## src/rtl/mux_share_arbiter_pkg.sv

```systemverilog
// ---------------------------------------------------------------------------
// mux_share_arbiter_pkg : state encoding and default width for the arbiter
// Revision: 1.0
// ---------------------------------------------------------------------------
`default_nettype none

package mux_share_arbiter_pkg;

  localparam int DEFAULT_WIDTH = 32;

  typedef logic [1:0] state_t;

  localparam state_t IDLE = 2'd0;
  localparam state_t OWN0 = 2'd1;
  localparam state_t OWN1 = 2'd2;

endpackage

`default_nettype wire

```

## src/rtl/mux_share_arbiter_mux.sv

```systemverilog
// ---------------------------------------------------------------------------
// mux_share_arbiter_mux : plain 2:1 WIDTH-bit multiplexer
// Revision: 1.0
// ---------------------------------------------------------------------------
`default_nettype none

module mux_share_arbiter_mux #(
  parameter int WIDTH = 32
) (
  input  logic [WIDTH-1:0] in0_i,
  input  logic [WIDTH-1:0] in1_i,
  input  logic             sel_i,
  output logic [WIDTH-1:0] out_o
);

  assign out_o = sel_i ? in1_i : in0_i;

endmodule

`default_nettype wire

```

## src/rtl/mux_share_arbiter.sv

```systemverilog
// ---------------------------------------------------------------------------
// mux_share_arbiter : round-robin owner of a shared 2:1 datapath, bounded hold
// Revision: 1.0
// ---------------------------------------------------------------------------
`default_nettype none

module mux_share_arbiter
  import mux_share_arbiter_pkg::*;
#(
  parameter int WIDTH    = DEFAULT_WIDTH,
  parameter int MAX_HOLD = 8
) (
  input  logic             clk,
  input  logic             rst_n,
  input  logic             req0,
  input  logic             req1,
  input  logic [WIDTH-1:0] data0,
  input  logic [WIDTH-1:0] data1,
  input  logic             done,
  output logic             gnt0,
  output logic             gnt1,
  output logic             sel,
  output logic [WIDTH-1:0] out_data,
  output logic             out_valid
);

  localparam int                HOLD_W    = $clog2(MAX_HOLD);
  localparam logic [HOLD_W-1:0] HOLD_LAST = HOLD_W'(MAX_HOLD - 1);

  state_t            state_q, state_d;
  logic [HOLD_W-1:0] hold_q, hold_d;
  logic              ptr_q, ptr_d;
  logic              sel_q, sel_d;
  logic              gnt0_q, gnt1_q;

  // State register
  always_ff @(posedge clk) begin
    if (!rst_n) begin
      state_q <= IDLE;
      hold_q  <= '0;
      ptr_q   <= 1'b1;
      sel_q   <= 1'b0;
      gnt0_q  <= 1'b0;
      gnt1_q  <= 1'b0;
    end else begin
      state_q <= state_d;
      hold_q  <= hold_d;
      ptr_q   <= ptr_d;
      sel_q   <= sel_d;
      gnt0_q  <= (state_d == OWN0);
      gnt1_q  <= (state_d == OWN1);
    end
  end

  // Next-state logic
  always_comb begin
    state_d = state_q;
    case (state_q)
      IDLE: begin
        if (req0 && req1)  state_d = ptr_q ? OWN0 : OWN1;
        else if (req0)     state_d = OWN0;
        else if (req1)     state_d = OWN1;
      end
      OWN0: begin
        if (done || !req0 || (hold_q == HOLD_LAST && req1))
          state_d = req1 ? OWN1 : IDLE;
      end
      OWN1: begin
        if (done || !req1 || (hold_q == HOLD_LAST && req0))
          state_d = req0 ? OWN0 : IDLE;
      end
      default: state_d = IDLE;
    endcase

    // Counter restarts on every ownership change; saturation keeps an
    // uncontested owner in place until the other side shows up.
    hold_d = hold_q;
    if (state_d != state_q || state_d == IDLE)
      hold_d = '0;
    else if (hold_q != HOLD_LAST)
      hold_d = hold_q + 1'b1;

    ptr_d = ptr_q;
    sel_d = sel_q;
    if (state_d != state_q) begin
      if (state_d == OWN0) begin
        ptr_d = 1'b0;
        sel_d = 1'b0;
      end else if (state_d == OWN1) begin
        ptr_d = 1'b1;
        sel_d = 1'b1;
      end
    end
  end

  // Output logic
  always_comb begin
    gnt0      = gnt0_q;
    gnt1      = gnt1_q;
    sel       = sel_q;
    out_valid = (gnt0_q & req0) | (gnt1_q & req1);
  end

  mux_share_arbiter_mux #(
    .WIDTH (WIDTH)
  ) u_mux (
    .in0_i (data0),
    .in1_i (data1),
    .sel_i (sel_q),
    .out_o (out_data)
  );

endmodule

`default_nettype wire

```

## config.mk

```make
export PLATFORM = sky130hd
export DESIGN_NAME = mux_share_arbiter
export DESIGN_NICKNAME = d
export VERILOG_FILES = /design/src/rtl/mux_share_arbiter_pkg.sv /design/src/rtl/mux_share_arbiter_mux.sv /design/src/rtl/mux_share_arbiter.sv
export SDC_FILE = /design/constraint.sdc
export NUM_CORES = 1
export LEC_CHECK = 0
export BUFFER_PORTS_ARGS = -buffer_cell sky130_fd_sc_hd__buf_4
export CORE_ASPECT_RATIO = 0.7
export CORE_MARGIN = 3
export CORE_UTILIZATION = 33
export CTS_CLUSTER_DIAMETER = 40
export DETAILED_ROUTE_END_ITERATION = 8
export MAX_ROUTING_LAYER = met4
export PLACE_DENSITY = 0.88
export SLEW_MARGIN = 20
export SYNTH_ARGS = -nofsm -noshare
export SYNTH_HDL_FRONTEND = slang
export SYNTH_SLANG_ARGS = --single-unit
```

## constraint.sdc

```tcl
create_clock -name clk -period 2.7 [get_ports clk]
set_clock_uncertainty 0.15 [all_clocks]
set_input_delay 0.54 -clock clk [delete_from_list [all_inputs] [get_ports clk]]
set_output_delay 0.54 -clock clk [all_outputs]
set_load 0.02 [all_outputs]
```

# After elaboration in Yosys (flattened, before gate mapping)
# Cells that the tools add are included.
# classes
add_sub_neg	1
n_eq_ne	7
bitwise_logic	4
n_mux	12
reduce_logical	15
# ops
operator	count
$mux W32	1
$mux W2	7
$pmux W2 S3	1
$logic_or A1 B1 Y1	5
$eq A2 B1 Y1 const B	2
$eq A2 B2 Y1 const B	2
$logic_not A2 Y1	2
$add A3 B1 Y3 const B	1
$eq A3 B3 Y1 const B	1
$logic_and A1 B1 Y1	3
$mux W1	3
$ne A3 B3 Y1 const B	1
$and A1 B1 Y1	2
$logic_not A1 Y1	2
$ne A2 B2 Y1	1
$reduce_and A2 Y1	1
$reduce_bool A2 Y1	1
$reduce_or A2 Y1	1
$not A1 Y1	1
$or A1 B1 Y1	1
# word_totals
out_inout_bits	36
reg_bits	9
inputBits	69

# Longest topological paths before layout
# logic_depth
ltp_word	8
mapped_depth	11
mapped_depth_nobuf	10

# Cells and area by module
# From an unflattened synthesis, not the netlist that was laid out.
# unflattened
cells_unflattened	104
hier_area_um2	1117.3
# modules_own_cells
module	area_each_um2	cells_each	n_inst	seq_area_each_um2
mux_share_arbiter	573.0	68	1	180.2
mux_share_arbiter_mux	544.3	36	1	0.0

# Least setup slack after synthesis
# OpenSTA, ideal clock, no wires.
# synth_path
kind	reg-to-reg
from	register hold_q[0]
to	register ptr_q
arrival_ps	2048
path_stages_with_launch	12
required_time_ps	2427
path_buffers	1
slack_ps	379
setup_ps	123
path_cell_list	dfxtp_1 ha_1 ha_1 buf_6 and4bb_1 a211o_1 nand2_1 inv_2 ha_1 and2_1 a211oi_1 a31oi_1
# synth_between
elab_chain_cells	8
word_cells_on_any_way	14
# synth_lines
element	line_no	rtl
start: declaration	mux_share_arbiter.sv:31	logic [HOLD_W-1:0] hold_q, hold_d;
start signal: assignment	mux_share_arbiter.sv:47	hold_q <= hold_d;
$eq A3 B3 Y1 *	mux_share_arbiter.sv:65, mux_share_arbiter.sv:69	
$logic_and A1 B1 Y1, on equally long branches	mux_share_arbiter.sv:69, mux_share_arbiter.sv:65	
$logic_or A1 B1 Y1, on equally long branches	mux_share_arbiter.sv:69, mux_share_arbiter.sv:65	
$mux W2, on equally long branches	mux_share_arbiter.sv:69, mux_share_arbiter.sv:65	
$pmux W2 S3 *	mux_share_arbiter.sv:58	case (state_q)
via state_d[1]	mux_share_arbiter.sv:30	state_t state_q, state_d;
$eq A2 B1 Y1 / $eq A2 B2 Y1 (equally long branches)	mux_share_arbiter.sv:86, mux_share_arbiter.sv:89	
$reduce_bool A2 Y1 (no source line)	n/a	
$reduce_and A2 Y1 (no source line)	n/a	
end signal: assignment	mux_share_arbiter.sv:48	ptr_q <= ptr_d;
end: declaration	mux_share_arbiter.sv:32	logic ptr_q, ptr_d;
# Mark *: on every way through the listed nets, which the timed path passes. The rest lies on a longest branch.
# A chain may end at the register's enable or synchronous reset.

# Final worst setup path
# Ends and elaborated chain as after synthesis.

==> flow_summary.json <==
{
  "htreeDepth": 1,
  "num_io_pins": 105,
  "slowest_stage": "dfxtp_1",
  "vias_per_cell": 4.761,
  "cts_buffers": 3,
  "peakVddDrop_mv": 0.2156,
  "endpoint_kind": "flip-flop",
  "die_w_um": 68.41,
  "clk_pin_slew_ns": 0.05,
  "critical_path_class": "flip-flop to flip-flop",
  "swShare": 0.3664,
  "wl_mm": 3.498,
  "leakage_nw": 0.8674,
  "finalSetupViolCount": 0,
  "holdWs_ns": 0.3983,
  "cap_violations": 0,
  "slowest_delay_ns": 0.34,
  "hold_viol": 0,
  "synth_warnings": 0,
  "ys_ff_latch": 9,
  "rsz0062_at_grt": "no",
  "syn_to_final_growth_pct": 96.52,
  "worstPathRequired_ns": 2.66,
  "path_max_fanout": 8,
  "placed_cells": 226,
  "finalCritPeriodShare": 0.9302,
  "synth_edf_count": 0,
  "nNetsFinal": 271,
  "avgSynthCellArea_um2": 9.886,
  "intPower_w": 0.0005143,
  "start_util": 0.3551,
  "arrival_ns": 2.47,
  "vias": 1095,
  "worstSetupStartpointType": "flip-flop",
  "syn-num-nets": 165,
  "r2r_slack_ns": 0.19,
  "synth_area_um2": 899.6,
  "stdcell_count": 230,
  "fin_ws_ns": 0.1883,
  "die_area_um2": 3399,
  "grt_max_degree": 21,
  "tns_ns": 0,
  "clk_latency_ns": 0.23,
  "dieHeight_um": 49.69,
  "grtUsageTotal": 0.2185,
  "outcome": "finished, final reports clean",
  "antenna_found_initial": 0,
  "post-place-ws_ns": 0.07547,
  "path_delay_family": "adder cells",
  "drcViolationCount": 0,
  "finalMaxSlewViolations": 0,
  "p_per_area_nw_per_um2": 459.1,
  "coreArea_um2": 2534,
  "syn-instance-count": 91,
  "finalWeightedCongestion": 0.8177,
  "grt_pass1_wl_mm": 5.492,
  "cts_tree": "yes",
  "comb_power_share": 0.619,
  "cp_common_cell": "ha_1",
  "drt_first_pass_iters": 4,
  "clk_path_buf_depth": 2,
  "cts_sinks": 9,
  "seqPwrFrac": 0.188,
  "portBuffers": 104,
  "synthArstFlopShare": 0,
  "cp.buffers_inverters": 1,
  "min_period_ns": 2.512,
  "drt_iter0_drc": 27,
  "yosysSeqAreaShare": 0.2003,
  "place_hpwl_mm": 2.995,
  "synth.distinct_cells": 31,
  "wl_per_cell_um": 15.21,
  "fillers": 189,
  "num_rows": 15,
  "path_cells": "ha_1 > ha_4 > and4bb_1 > a211o_1 > nand2_1 > inv_2 > ha_1 > and2_1 > a211oi_1 > a31oi_1",
  "p_sw_w": 0.0002973,
  "p_clk_frac": 0.192,
  "synth-main-ff-cell": "dfxtp_1",
  "root_buffer": "clkbuf_8",
  "ant_nets": 0,
  "relSlewSlack": 0.7504,
  "fmax_ghz": 0.3981,
  "worst_slew_pin_slew_ns": 0.3744,
  "n_antenna_cell": 0,
  "drive_gt1_frac": 0.7500,
  "grt_pass1_vias": 1201,
  "hold_class": "flip-flop to flip-flop",
  "overflow": 0
}
Yosys cell counts (all sizes together) (2+ instances only):
cell type | instances | share of area
nor3 | 4 | 0.022
nand2 | 4 | 0.017
a21oi | 2 | 0.011
mux2i | 2 | 0.022
ha | 5 | 0.070
nand2b | 2 | 0.014
dfxtp | 9 | 0.20
a211oi | 2 | 0.022
and2 | 4 | 0.031
mux2 | 32 | 0.40
nor2 | 3 | 0.013
buf | 2 | 0.018
inv | 4 | 0.017
clkbuf | 3 | 0.013
worst paths after layout:
check | start | cells past startpoint | to
setup / recovery | hold_q[0] | 10 | ptr_q
hold / removal | hold_q[1] | 2 | hold_q[1]
setup reg to reg | hold_q[0] | 10 | ptr_q
hold reg to reg | hold_q[1] | 2 | hold_q[1]
repair_timing:
action | CTS | global route
endpoints found under the setup margin | 0 | 2
resized for setup | 0 | 2
hold buffers | 0 | 0
buffers inserted | 0 | 0
flip-flops by register name (all words and copies together), names as in the netlist:
register	flops
ptr_q	1
gnt1	1
hold_q	3
sel	1
state_q	2
gnt0	1
kinds of logic after synthesis:
group / count (synthesis) / share of synthesized area
flip-flops: 9 / 0.2003
AO/OA/AOI/OAI: 11 / 0.1085
adder cells (fa/ha/maj): 5 / 0.06954
buffers and inverters: 9 / 0.04728
XOR/XNOR: 1 / 0.009738
multiplexers: 34 / 0.4228
AND/OR/NAND/NOR: 22 / 0.1419
final cells by class:
type | instances | area (um^2) | share of cell area
Clock buffer | 4 | 45.04 | 0.02548
Inverter | 4 | 15.01 | 0.008493
Multi-Input combinational cell | 73 | 689.4 | 0.3899
Sequential cell | 9 | 180.2 | 0.1019
Tap cell | 34 | 42.54 | 0.02406
Timing Repair Buffer | 106 | 795.8 | 0.4501
power by group through the flow:
stage | sequential (W) | combinational [W] | clock [W]
global route | 0.000155 | 0.000534 | 0.000170
detailed placement | 0.000155 | 0.000501 | 0
global placement | 0.000154 | 0.000492 | 0
finish | 0.000153 | 0.000503 | 0.000156
floorplan | 0.000160 | 0.000276 | 0
CTS | 0.000152 | 0.000505 | 0.000161
metal layers:
metal / vias up / part of all wire / global-route usage
li1: 551 / - / -
met1: 498 / 0.37 / 0.2321
met2: 40 / 0.57 / 0.4073
met3: 6 / 0.049 / 0.02961
met4: 0 / 0.013 / 0.06601
met5: - / 0 / -
worst min-delay path, cell delays in order, from the launching register on:
cell and delay [ns]:
dfxtp_1 0.30, mux2i_1 0.14, nor3_1 0.05
cell usage in the layout, fill, tap and decap left out, drive strengths merged:
| master | n |
|---|---|
| nor2b | 1 |
| o21ai | 1 |
| clkbuf | 4 |
| a31oi | 1 |
| ha | 5 |
| nor2 | 3 |
| o311ai | 1 |
| nand4bb | 1 |
| and2 | 4 |
| nor3 | 4 |
| mux2i | 2 |
| a22oi | 1 |
| xor2 | 1 |
| nand3 | 1 |
| buf | 106 |
| nand4 | 1 |
| a22o | 1 |
| a211o | 1 |
| a311oi | 1 |
| dfxtp | 9 |
| a21oi | 2 |
| inv | 4 |
| and4bb | 1 |
| nand2 | 4 |
| mux2 | 32 |
| a211oi | 2 |
| nand2b | 2 |
per-stage QoR:
step,instance area (um^2),util,power [W]
floorplan,899.6,-,0.0004359
global placement,1710,0.6751,0.0006459
detailed placement,1710,0.6751,0.0006560
CTS,1755,0.6928,0.0008181
global route,1768,0.6978,0.0008580
finish,1768,0.6978,0.0008116
Note: power is estimated with default switching activity, not from simulation.
